File: src/rtl/gcd_request_sequencer.sv
// gcd_request_sequencer: front-end for the GCD core. Buffers operand pairs in a
// small FIFO, runs one job at a time on the core (clr / go / gld handshake),
// bypasses zero-operand jobs, aborts hung jobs and returns results on a
// valid/ready stream.
//
// state     | meaning
// ----------+-----------------------------------------------------------
// RESTART   | core_clr high for one cycle, clears the core's sticky done
// IDLE      | pop next pair; zero operands resolved here without the core
// LOAD      | core_go high for one cycle, timeout counter cleared
// WAIT      | wait for core_gld or the timeout compare
// CAPTURE   | register core_gout as the result
// RESULT    | out_valid held until out_ready
module gcd_request_sequencer #(
  parameter int WIDTH      = 16,
  parameter int FIFO_DEPTH = 4,
  parameter int TIMEOUT    = 1023
) (
  input  logic             clk,
  input  logic             clr_n,
  input  logic             in_valid,
  output logic             in_ready,
  input  logic [WIDTH-1:0] in_x,
  input  logic [WIDTH-1:0] in_y,
  output logic             out_valid,
  input  logic             out_ready,
  output logic [WIDTH-1:0] out_gcd,
  output logic             out_err,
  output logic             core_clr,
  output logic             core_go,
  output logic [WIDTH-1:0] core_xin,
  output logic [WIDTH-1:0] core_yin,
  input  logic             core_gld,
  input  logic [WIDTH-1:0] core_gout,
  output logic             busy
);

  localparam int AW = (FIFO_DEPTH > 1) ? $clog2(FIFO_DEPTH) : 1;
  localparam int CW = (TIMEOUT > 0) ? $clog2(TIMEOUT + 1) : 1;
  localparam logic [AW:0]   FULL_CNT = (AW + 1)'(FIFO_DEPTH);
  localparam logic [CW-1:0] TMO_CNT  = CW'(TIMEOUT);

  typedef enum logic [2:0] {
    S_RESTART,
    S_IDLE,
    S_LOAD,
    S_WAIT,
    S_CAPTURE,
    S_RESULT
  } state_t;

  state_t                 state;
  logic [2*WIDTH-1:0]     mem [FIFO_DEPTH];
  logic [AW-1:0]          wr_ptr;
  logic [AW-1:0]          rd_ptr;
  logic [AW:0]            count;
  logic                   live;
  logic                   push;
  logic                   pop;
  logic [WIDTH-1:0]       head_x;
  logic [WIDTH-1:0]       head_y;
  logic [WIDTH-1:0]       op_x;
  logic [WIDTH-1:0]       op_y;
  logic [CW-1:0]          cnt;
  logic                   used;

  // live stays low through reset so in_ready and busy read 0 while clr_n is low
  assign in_ready = live & (count != FULL_CNT);
  assign push     = in_valid & in_ready;
  assign pop      = (state == S_IDLE) & (count != '0);
  assign head_x   = mem[rd_ptr][2*WIDTH-1:WIDTH];
  assign head_y   = mem[rd_ptr][WIDTH-1:0];
  assign core_xin = op_x;
  assign core_yin = op_y;
  assign busy     = live & ((state != S_IDLE) | (count != '0));

  // out-of-reset flag
  always_ff @(posedge clk or negedge clr_n) begin
    if (!clr_n) live <= 1'b0;
    else        live <= 1'b1;
  end

  // FIFO storage; contents are don't-care while count is zero
  always_ff @(posedge clk) begin
    if (push) mem[wr_ptr] <= {in_x, in_y};
  end

  // FIFO pointers and occupancy; simultaneous push and pop leave count unchanged
  always_ff @(posedge clk or negedge clr_n) begin
    if (!clr_n) begin
      wr_ptr <= '0;
      rd_ptr <= '0;
      count  <= '0;
    end else begin
      if (push) wr_ptr <= wr_ptr + AW'(1);
      if (pop)  rd_ptr <= rd_ptr + AW'(1);
      case ({push, pop})
        2'b10:   count <= count + (AW + 1)'(1);
        2'b01:   count <= count - (AW + 1)'(1);
        default: count <= count;
      endcase
    end
  end

  // job sequencer with registered core and result outputs
  always_ff @(posedge clk or negedge clr_n) begin
    if (!clr_n) begin
      state     <= S_RESTART;
      core_clr  <= 1'b1;
      core_go   <= 1'b0;
      out_valid <= 1'b0;
      out_gcd   <= '0;
      out_err   <= 1'b0;
      op_x      <= '0;
      op_y      <= '0;
      cnt       <= '0;
      used      <= 1'b0;
    end else begin
      case (state)
        S_RESTART: begin
          core_clr <= 1'b0;
          state    <= S_IDLE;
        end
        S_IDLE: begin
          if (count != '0) begin
            op_x <= head_x;
            op_y <= head_y;
            if (head_x == '0 && head_y == '0) begin
              out_gcd   <= '0;
              out_err   <= 1'b1;
              out_valid <= 1'b1;
              used      <= 1'b0;
              state     <= S_RESULT;
            end else if (head_x == '0 || head_y == '0) begin
              out_gcd   <= head_x | head_y;
              out_err   <= 1'b0;
              out_valid <= 1'b1;
              used      <= 1'b0;
              state     <= S_RESULT;
            end else begin
              used    <= 1'b1;
              core_go <= 1'b1;
              state   <= S_LOAD;
            end
          end
        end
        S_LOAD: begin
          // a gld still high here is left over from the previous job; not looked at
          core_go <= 1'b0;
          cnt     <= '0;
          state   <= S_WAIT;
        end
        S_WAIT: begin
          if (core_gld) begin
            state <= S_CAPTURE;
          end else if (cnt == TMO_CNT) begin
            out_gcd   <= '0;
            out_err   <= 1'b1;
            out_valid <= 1'b1;
            state     <= S_RESULT;
          end else begin
            cnt <= cnt + CW'(1);
          end
        end
        S_CAPTURE: begin
          out_gcd   <= core_gout;
          out_err   <= 1'b0;
          out_valid <= 1'b1;
          state     <= S_RESULT;
        end
        S_RESULT: begin
          if (out_ready) begin
            out_valid <= 1'b0;
            if (used) begin
              core_clr <= 1'b1;
              state    <= S_RESTART;
            end else begin
              state <= S_IDLE;
            end
          end
        end
        default: begin
          core_clr <= 1'b1;
          core_go  <= 1'b0;
          state    <= S_RESTART;
        end
      endcase
    end
  end

endmodule

File: config.mk
export PLATFORM = sky130hd
export DESIGN_NAME = gcd_request_sequencer
export DESIGN_NICKNAME = d
export VERILOG_FILES = /design/src/rtl/gcd_request_sequencer.sv
export SDC_FILE = /design/constraint.sdc
export NUM_CORES = 1
export LEC_CHECK = 0
export ABC_AREA = 1
export CELL_PAD_IN_SITES_DETAIL_PLACEMENT = 1
export CELL_PAD_IN_SITES_GLOBAL_PLACEMENT = 2
export CORE_MARGIN = 5
export CORE_UTILIZATION = 39
export DETAILED_ROUTE_END_ITERATION = 6
export GPL_TIMING_DRIVEN = 0
export HOLD_SLACK_MARGIN = 0.1
export PLACE_DENSITY = 0.89
export SETUP_SLACK_MARGIN = 0.3
export SYNTH_ARGS = -nofsm -noshare
export SYNTH_HDL_FRONTEND = slang
export SYNTH_SLANG_ARGS = --single-unit
File: constraint.sdc
create_clock -name clk -period 4.9 [get_ports clk]
set_input_delay 0.49 -clock clk [delete_from_list [all_inputs] [get_ports clk]]
set_output_delay 0.49 -clock clk [all_outputs]
set_load 0.1 [all_outputs]
==> impl_metrics.tcl <==
set metrics [dict create \
    hold_viol 0 \
    placed_cells_incl_taps 1187 \
    routed_wl_um 23900 \
    netlist_area_um2 8500 \
    initial_core_util_pct 39.3 \
    grt_use_total_pct 19.3 \
    cts_tree "built" \
    max_freq_mhz 308 \
    syn_to_final_growth_pct 26.6 \
    critPathKind "flop to primary output" \
    rsz0062_at_grt "no" \
    min_period_ns 3.25 \
    htree_levels 1 \
    relSlewSlack_pct 30.7 \
    finalCritPeriodShare_pct 66.4 \
    finalNonFillerCells 1230 \
    grt_max_degree 70 \
    crit_path_end_kind "primary output" \
    final_cell_mix "291 x nand2_1, 128 x edfxtp_1, 105 x clkdlybuf4s50_1" \
    regArea_um2 5700 \
    slowest_stage "clkdlybuf4s50_1" \
    grt_pass1_wl_um 37000 \
    maxSlewViolCount 0 \
    dr_wl_met2_um 11700 \
    dr.first_iter.drc_count 369 \
    portBuffers 106 \
    startpoint_type "flop" \
    antenna_found_initial 0 \
    cts.repair.resized 0 \
    yosysWarnings 0 \
    gp_congestion 0.783 \
    wire_per_inst_um 19.4 \
    path_cells "inv_1 > nand2_1 > nor2_1 > nand2_1 > inv_1 > nor2_1 > clkdlybuf4s50_1" \
    syn_nets 856 \
    first_pass_iters 5 \
    setup_viol 0 \
    clock_latency_ns 0.51 \
    post-cts-setup-buffers 0 \
    crit_path_max_incr_delay_ns 0.96 \
    via_per_inst 5.11 \
    die_w_um 158 \
    cts_made_buffers 23 \
    fp-row-count 54 \
    drive_gt1_share_pct 8.63 \
    syn_area_per_cell_um2 10.7 \
    chipHeight_um 158 \
    cp_num_buf_inv 3 \
    max-cap-violations 0 \
    multiInputGateArea_um2 2470 \
    cts.clk_slew.worst_paths_ns 0.06 \
    tns_ns 0 \
    grt-ovfl-total 0 \
    hp-class "primary input to asynchronous set/reset pin" \
    antenna_cells 0 \
    synth-seq-cells 202 \
    final_common_cell "nand2_1" \
    cts_hold_buf 1 \
    clock_path_buffers 3 \
    routed.top_layer "met4" \
    skew_ns 0.0141 \
    core_area_um2 21600 \
    drtAntennaViolNets 0 \
    ios 107 \
    yosysUniqueCellTypes 36 \
    reg2reg_slack_ns 2.31 \
    seq_area_frac_synth_pct 67.0 \
    critical_path_arrival_ns 2.76 \
    drc_errors 0 \
    dpl.hpwl_um 17200 \
    worstPathMaxFanout 5 \
    hold_ws_ns 0.348 \
    clkSinkCount 202 \
    worstMarginPinSlew_ns 1.04 \
    status "completed" \
    syn_inst 796 \
    cp_top_family "buffers and inverters" \
    grt_pass1_vias 6686 \
    wl_met3_um 1290 \
    nNetsFinal 993 \
    met1_length_um 10200 \
    vias 6283 \
    die-area_um2 24800 \
    cp.required_ns 4.41 \
    fill_cells 2392 \
    root_buffer "clkbuf_16" \
]
## cells by family after synthesis
| group | after synthesis | share of synthesized area, % |
|---|---|---|
| and+or+nand+nor | 439 | 21.7 |
| DFF | 202 | 67.0 |
| buffers and inverters | 71 | 4.34 |
| AOI/OAI and AO/OA | 70 | 5.18 |
| adders and majority gates | 7 | 1.12 |
| xor gates and xnor gates | 6 | 0.618 |
| other | 1 | 0.0441 |
## per-stage QoR
step | area (µm²) | worst slack [ns] | util, %
floorplan | 8510 | 1.14 | -
CTS | 10800 | 1.60 | 49.8
detailed placement | 10100 | 2.14 | 46.5
global placement | 9920 | 0.621 | 45.9
global route | 10800 | 1.45 | 49.8
finish | 10800 | 1.65 | 49.8
## final timing paths
| check | start | endpoint | depth (start not counted) |
|---|---|---|---|
| worst min register to register | out_gcd[14] | out_gcd[14] | 2 |
| worst max-delay path | state[1] | busy | 7 |
| max in group asynchronous | clr_n | core_clr | 3 |
| worst min-delay path | clr_n | cnt[5] | 2 |
| worst max register to register | state[1] | count[2] | 11 |
| min in group clk | out_gcd[14] | out_gcd[14] | 2 |
## per-layer routing
layer / global-route usage [%] / up-vias
met2: 33.3 / 157
li1: - / 2994
met3: 3.39 / 39
met4: 5.57 / 0
met5: 0 / -
met1: 25.2 / 3093
## synth_stat cells, drive strengths merged
library cell  count  share of area [%]
a211oi            1              0.088
a21oi             9               0.53
a31oi             3               0.22
a32o             16                1.9
and3              1              0.074
buf              30                2.5
clkbuf            9               0.40
clkinv            1              0.044
conb              1              0.044
dfrtp            73                 21
dfstp             1               0.31
edfxtp          128                 45
fa                1               0.24
ha                6               0.88
inv              31                1.4
nand2           291                 13
nand3            74                4.6
nand3b            1              0.088
nand4            20                1.5
nor2             44                2.1
nor3              4               0.24
nor4              3               0.22
o211ai            1              0.088
o21ai            39                2.3
o22ai             1              0.074
or2               1              0.074
xnor2             2               0.21
xor2              4               0.41
## state kept, by name, indices dropped and copies added, names as in the netlist
register and flops:
cnt 10, core_clr 1, core_go 1, core_xin 16, core_yin 16, count 3, live 1, mem 128
out_err 1, out_gcd 16, out_valid 1, rd_ptr 2, state 3, used 1, wr_ptr 2
## final cells by class
cell class	count	area share [%]
Clock inverter	18	1.05
Buffer	39	2.31
Clock buffer	24	5.38
Sequential cell	202	52.9
Multi-Input combinational cell	523	23.0
Tap cell	280	3.26
Timing Repair Buffer	112	11.0
Inverter	32	1.12
Power is not shown: default switching activity piles up to over one toggle a cycle in this logic, so the estimate is an artifact.
